$ cat src/rtl/nco_pkg.sv
// Shared definitions for the NCO sweep controller and the NCO it drives.
package nco_pkg;

  localparam int FW = 32;

  typedef enum logic [1:0] {
    ST_IDLE = 2'd0,
    ST_UP   = 2'd1,
    ST_DOWN = 2'd2
  } sweep_state_e;

  localparam logic MODE_SINGLE = 1'b0;
  localparam logic MODE_TRI    = 1'b1;

endpackage

$ cat src/rtl/nco_dwell_timer.sv
// Dwell counter: counts 0..limit, ticks on the terminal count and wraps; load restarts at 0.
module nco_dwell_timer #(
  parameter int DW = 16
) (
  input  logic          clk,
  input  logic          rst_n,
  input  logic          load,
  input  logic [DW-1:0] limit,
  output logic          tick
);

  logic [DW-1:0] cnt_q, cnt_d;

  assign tick = (cnt_q == limit);

  always_comb begin
    cnt_d = cnt_q + 1'b1;
    if (load || tick) cnt_d = '0;
  end

  always_ff @(posedge clk) begin
    if (!rst_n) cnt_q <= '0;
    else        cnt_q <= cnt_d;
  end

endmodule

$ cat src/rtl/nco_sweep_ctrl.sv
// Frequency-sweep scheduler: steps the NCO tuning word from f_start to f_stop,
// once or as a continuous triangle, holding each word for dwell+1 cycles.
module nco_sweep_ctrl #(
  parameter int FW = nco_pkg::FW,
  parameter int DW = 16
) (
  input  logic          sys_clk,
  input  logic          sys_rst_n,
  input  logic          start,
  input  logic          abort,
  input  logic          mode,
  input  logic [FW-1:0] f_start,
  input  logic [FW-1:0] f_stop,
  input  logic [FW-1:0] f_inc,
  input  logic [DW-1:0] dwell,
  output logic [FW-1:0] freq_step,
  output logic          freq_valid,
  output logic          busy,
  output logic          done,
  output logic          cfg_err
);

  import nco_pkg::*;

  sweep_state_e  state_q, state_d;
  logic [FW-1:0] freq_q, freq_d;
  logic [FW-1:0] fstart_q, fstart_d;
  logic [FW-1:0] fstop_q, fstop_d;
  logic [FW-1:0] finc_q, finc_d;
  logic [DW-1:0] dwell_q, dwell_d;
  logic          mode_q, mode_d;
  logic          vld_q, vld_d;
  logic          busy_q, busy_d;
  logic          done_q, done_d;
  logic          err_q, err_d;
  logic          tmr_load;
  logic          tick;

  // Carry out of the widened sum also saturates at the ceiling.
  function automatic logic [FW-1:0] step_up(input logic [FW-1:0] cur,
                                            input logic [FW-1:0] inc,
                                            input logic [FW-1:0] ceil);
    logic [FW:0] sum;
    sum = {1'b0, cur} + {1'b0, inc};
    if (sum > {1'b0, ceil}) return ceil;
    return sum[FW-1:0];
  endfunction

  function automatic logic [FW-1:0] step_down(input logic [FW-1:0] cur,
                                              input logic [FW-1:0] inc,
                                              input logic [FW-1:0] floor);
    logic [FW:0] diff;
    diff = {1'b0, cur} - {1'b0, inc};
    if (diff[FW] || (diff[FW-1:0] < floor)) return floor;
    return diff[FW-1:0];
  endfunction

  nco_dwell_timer #(.DW(DW)) u_dwell (
    .clk   (sys_clk),
    .rst_n (sys_rst_n),
    .load  (tmr_load),
    .limit (dwell_q),
    .tick  (tick)
  );

  always_comb begin
    state_d  = state_q;
    freq_d   = freq_q;
    fstart_d = fstart_q;
    fstop_d  = fstop_q;
    finc_d   = finc_q;
    dwell_d  = dwell_q;
    mode_d   = mode_q;
    vld_d    = 1'b0;
    done_d   = 1'b0;
    err_d    = 1'b0;
    tmr_load = 1'b0;

    if (abort) begin
      state_d  = ST_IDLE;
      freq_d   = '0;
      vld_d    = 1'b1;
      tmr_load = 1'b1;
    end else begin
      unique case (state_q)
        ST_IDLE: begin
          if (start) begin
            if (f_start <= f_stop) begin
              fstart_d = f_start;
              fstop_d  = f_stop;
              finc_d   = f_inc;
              dwell_d  = dwell;
              mode_d   = mode;
              freq_d   = f_start;
              vld_d    = 1'b1;
              tmr_load = 1'b1;
              state_d  = ST_UP;
            end else begin
              err_d = 1'b1;
            end
          end
        end
        ST_UP: begin
          if (tick) begin
            if (freq_q < fstop_q) begin
              freq_d = step_up(freq_q, finc_q, fstop_q);
              vld_d  = 1'b1;
            end else if (mode_q == MODE_TRI) begin
              state_d = ST_DOWN;
            end else begin
              done_d  = 1'b1;
              state_d = ST_IDLE;
            end
          end
        end
        ST_DOWN: begin
          if (tick) begin
            if (freq_q > fstart_q) begin
              freq_d = step_down(freq_q, finc_q, fstart_q);
              vld_d  = 1'b1;
            end else begin
              state_d = ST_UP;
            end
          end
        end
        default: state_d = ST_IDLE;
      endcase
    end

    busy_d = (state_d != ST_IDLE);
  end

  always_ff @(posedge sys_clk) begin
    if (!sys_rst_n) begin
      state_q  <= ST_IDLE;
      freq_q   <= '0;
      fstart_q <= '0;
      fstop_q  <= '0;
      finc_q   <= '0;
      dwell_q  <= '0;
      mode_q   <= MODE_SINGLE;
      vld_q    <= 1'b0;
      busy_q   <= 1'b0;
      done_q   <= 1'b0;
      err_q    <= 1'b0;
    end else begin
      state_q  <= state_d;
      freq_q   <= freq_d;
      fstart_q <= fstart_d;
      fstop_q  <= fstop_d;
      finc_q   <= finc_d;
      dwell_q  <= dwell_d;
      mode_q   <= mode_d;
      vld_q    <= vld_d;
      busy_q   <= busy_d;
      done_q   <= done_d;
      err_q    <= err_d;
    end
  end

  assign freq_step  = freq_q;
  assign freq_valid = vld_q;
  assign busy       = busy_q;
  assign done       = done_q;
  assign cfg_err    = err_q;

endmodule
$ cat config.mk
export PLATFORM = sky130hd
export DESIGN_NAME = nco_sweep_ctrl
export DESIGN_NICKNAME = d
export VERILOG_FILES = /design/src/rtl/nco_pkg.sv /design/src/rtl/nco_dwell_timer.sv /design/src/rtl/nco_sweep_ctrl.sv
export SDC_FILE = /design/constraint.sdc
export NUM_CORES = 1
export LEC_CHECK = 0
export ABC_AREA = 1
export CAP_MARGIN = 15
export CORE_UTILIZATION = 40
export CTS_BUF_LIST = sky130_fd_sc_hd__clkbuf_4 sky130_fd_sc_hd__clkbuf_8
export DETAILED_ROUTE_END_ITERATION = 6
export GPL_TIMING_DRIVEN = 0
export PLACE_DENSITY = 0.57
export SLEW_MARGIN = 20
export SYNTH_ARGS = -nofsm -noshare
export SYNTH_HDL_FRONTEND = slang
export SYNTH_SLANG_ARGS = --single-unit
$ cat constraint.sdc
create_clock -name sys_clk -period 3.4 [get_ports sys_clk]
set_input_delay 0.68 -clock sys_clk [delete_from_list [all_inputs] [get_ports sys_clk]]
set_output_delay 0.68 -clock sys_clk [all_outputs]
set_load 0.05 [all_outputs]
==> reports/results.txt <==
Clock Tree Root = clkbuf_8
global-route wire length before repair = 106 mm
diodes inserted = 0
fin area = 21500 um2
clk slew on worst S/H paths = 0.11 ns
failing checks = setup timing
Starting Density = 0.406
Worst Path Max Fanout = 7
Die Wd = 203 um
synthesized netlist cell count = 2489
core box area = 39700 um2
Layout area overhead = 33.4%
post-route antenna net violation count = 0
final hold vios = 0
overall overflow remaining after global route = 0
minimum clock period = 4.22 ns
total track usage = 0.350
Critical Path Start Type = register
CP arrival = 4.72 ns
Logic pwr share = 0.576
DP HPWL = 57.4 mm
status = finished, violations left
endpoints failing setup = 32
achievable clock frequency = 237 MHz
fin. max-slew vios = 0
IO Count = 153
Hold Path Class = register to register
clock latency on the worst-skew pair = 0.59 ns
Final Util = 0.542
Seq/Total Area, Yosys = 0.207
actual slew at the worst max-slew pin = 1.09 ns
clk sinks = 167
Clock Power Share = 0.179
worst vdd ir = 348 uV
CP max-delay cell = dfxtp_4
CP delay by family, top = simple AND/OR/NAND/NOR gates
Leak Pwr = 9.94 nW
most common cell after layout, fill and taps aside = nand2_1
met2 WL post-DR = 33.0 mm
Setup CP Type = register to register
CTS tree = done
routed wl met3 = 4.66 mm
mapped cell area = 16100 um2
Distinct cells, synth = 52
Cell Rows = 73
die area = 41100 um2
M1 wire length = 32.7 mm
number of hold buffers added after CTS = 0
number of synthesized register bits = 167
fillcell total = 4016
CTS H-tree lvls = 4
Buffers & Inverters on Critical Path = 4
DR top layer = met4
P_sw = 4.20 mW
vias per inst = 5.52
initial antenna violation count = 0
Final period util = 1.24
sequential power share = 0.245
worst endpoint required time = 3.90 ns
Post-Route WL = 72.5 mm
hold_ws = 0.463 ns
Num CTS Buffers = 17
Slew headroom = 0.270
Critical Path Max Stage Delay = 0.40 ns
Yosys warnings = 0
port buffer count = 152
mean area per synthesized cell = 6.48 um2
most frequent cells in the layout = nand2_1 (394), inv_1 (345), a21oi_1 (227)
Placed Instance Area = 18500 um2
pwr dens = 409 nW/um2
via count = 18.1k
share of cells above drive strength 1 = 0.231
GPL Wtd Cong = 0.973
chip height = 203 um
final worst setup slack = -0.816 ns
Int Power = 4.60 mW
drt pass-1 iters = 6
clock buffer depth = 2
RSZ-0062 raised after global routing = yes
vias in the first global route = 17.3k
Net Sw Frac = 0.478
number of DRC markers in iteration 0 = 1512
nets = 3086
Max Cap Violations = 0
Setup Skew = 0.0184 ns
Mapped Nets = 2835
largest net degree at the start of global routing = 18
DR WL/cell = 22.1 um
CP endpoint kind = register
DRC = 0
[path summary, 6_finish.rpt]
path | from | end | slack, ns | depth (start not counted)
worst max-delay path | freq_step[0] | freq_step[23] | -0.82 | 28
worst min register to register | dwell_q[7] | dwell_q[7] | 0.46 | 2
worst max register to register | freq_step[0] | freq_step[23] | -0.82 | 28
worst min-delay path | dwell_q[7] | dwell_q[7] | 0.46 | 2
[area by class of cell]
| cell class | instances | area, um2 | area share |
|---|---|---|---|
| well taps | 525 | 657 | 0.0305 |
| clock buffers | 18 | 241 | 0.0112 |
| multi-input cells | 1833 | 12600 | 0.584 |
| repair buffers | 235 | 2240 | 0.104 |
| clock inverters | 14 | 154 | 0.00715 |
| plain buffers | 99 | 711 | 0.0330 |
| flip-flops and latches | 167 | 3460 | 0.161 |
| inverters | 387 | 1480 | 0.0689 |
[state kept, by name, indices dropped and copies added, names as in the netlist]
register and flops:
busy 1, cfg_err 1, done 1, dwell_q 16, finc_q 32, freq_step 32, freq_valid 1, fstart_q 32
fstop_q 32, mode_q 1, state_q 2, u_dwell.cnt_q 16
[power by group through the flow]
stage | clock, mW | combinational, mW | sequential (mW)
after global placement | 0 | 3.90 | 2.20
after global routing | 1.67 | 5.46 | 2.17
final | 1.58 | 5.07 | 2.15
after detailed placement | 0 | 3.96 | 2.20
after floorplan | 0 | 2.56 | 2.23
after CTS | 1.61 | 4.64 | 2.15
[metrics by stage]
stage | power (mW) | worst slack [ns] | cells | TNS (ns)
4_1_cts | 8.39 | -0.598 | 3262 | -18.08
3_3_place_gp | 6.10 | -1.43 | 3166 | -180.91
2_1_floorplan | 4.79 | -0.0141 | 2489 | -0.410
6_report | 8.81 | -0.816 | 3278 | -24.69
3_5_place_dp | 6.16 | -1.48 | 3166 | -184.06
5_1_grt | 9.30 | -0.963 | 3278 | -29.76
[cells in the mapped netlist (all sizes together)]
| cell type | count | area, um2 |
|---|---|---|
| o21bai | 10 | 75.1 |
| nand2b | 1 | 6.26 |
| a21oi | 296 | 1610 |
| nand4 | 60 | 397 |
| dfxtp | 167 | 3340 |
| nand3 | 196 | 1000 |
| clkinv | 2 | 7.51 |
| o21a | 5 | 37.5 |
| xnor2 | 10 | 87.6 |
| buf | 53 | 343 |
| a21o | 2 | 15.0 |
| inv | 385 | 1450 |
| and3 | 2 | 12.5 |
| xor2 | 43 | 377 |
| nand3b | 19 | 146 |
| nor2 | 167 | 639 |
| clkbuf | 49 | 185 |
| a211oi | 1 | 7.51 |
| o21ai | 178 | 891 |
| nor3b | 4 | 30.0 |
| a31o | 1 | 8.76 |
| nor3 | 64 | 345 |
| or2 | 2 | 12.5 |
| a311oi | 1 | 26.3 |
| o221ai | 2 | 17.5 |
| or3 | 1 | 6.26 |
| nor4 | 5 | 43.8 |
| o211ai | 10 | 75.1 |
| nand2 | 515 | 2000 |
| fa | 2 | 40.0 |
| ha | 227 | 2840 |
| a31oi | 5 | 31.3 |
| and2 | 4 | 25.0 |
[routing by layer]
metal	up-vias	global-route usage
li1	8721	-
met3	105	0.0661
met2	594	0.568
met1	8661	0.463
met4	0	0.118
met5	-	0
[what timing repair did]
action                                  4_1_cts  5_1_grt
buffers inserted                             62       17
gates cloned                                  3        1
resized for setup                           320      183
endpoints found under the setup margin      155      100
pin swaps                                    49       72
[cells by family after synthesis]
group                      Yosys count  share of synthesized area
AOI/OAI and AO/OA                  511                      0.173
xor gates and xnor gates            53                     0.0288
adders and majority gates          229                      0.179
buffers and inverters              489                      0.123
DFF                                167                      0.207
and+or+nand+nor                   1040                      0.289
[worst min-delay path: cells and delay by family, from the launching register on]
| family | cells | cell delay [ns] |
|---|---|---|
| DFF | 1 | 0.33 |
| AOI/OAI and AO/OA | 1 | 0.05 |
| buffers and inverters | 1 | 0.05 |
Note: power is estimated with default switching activity, not from simulation.
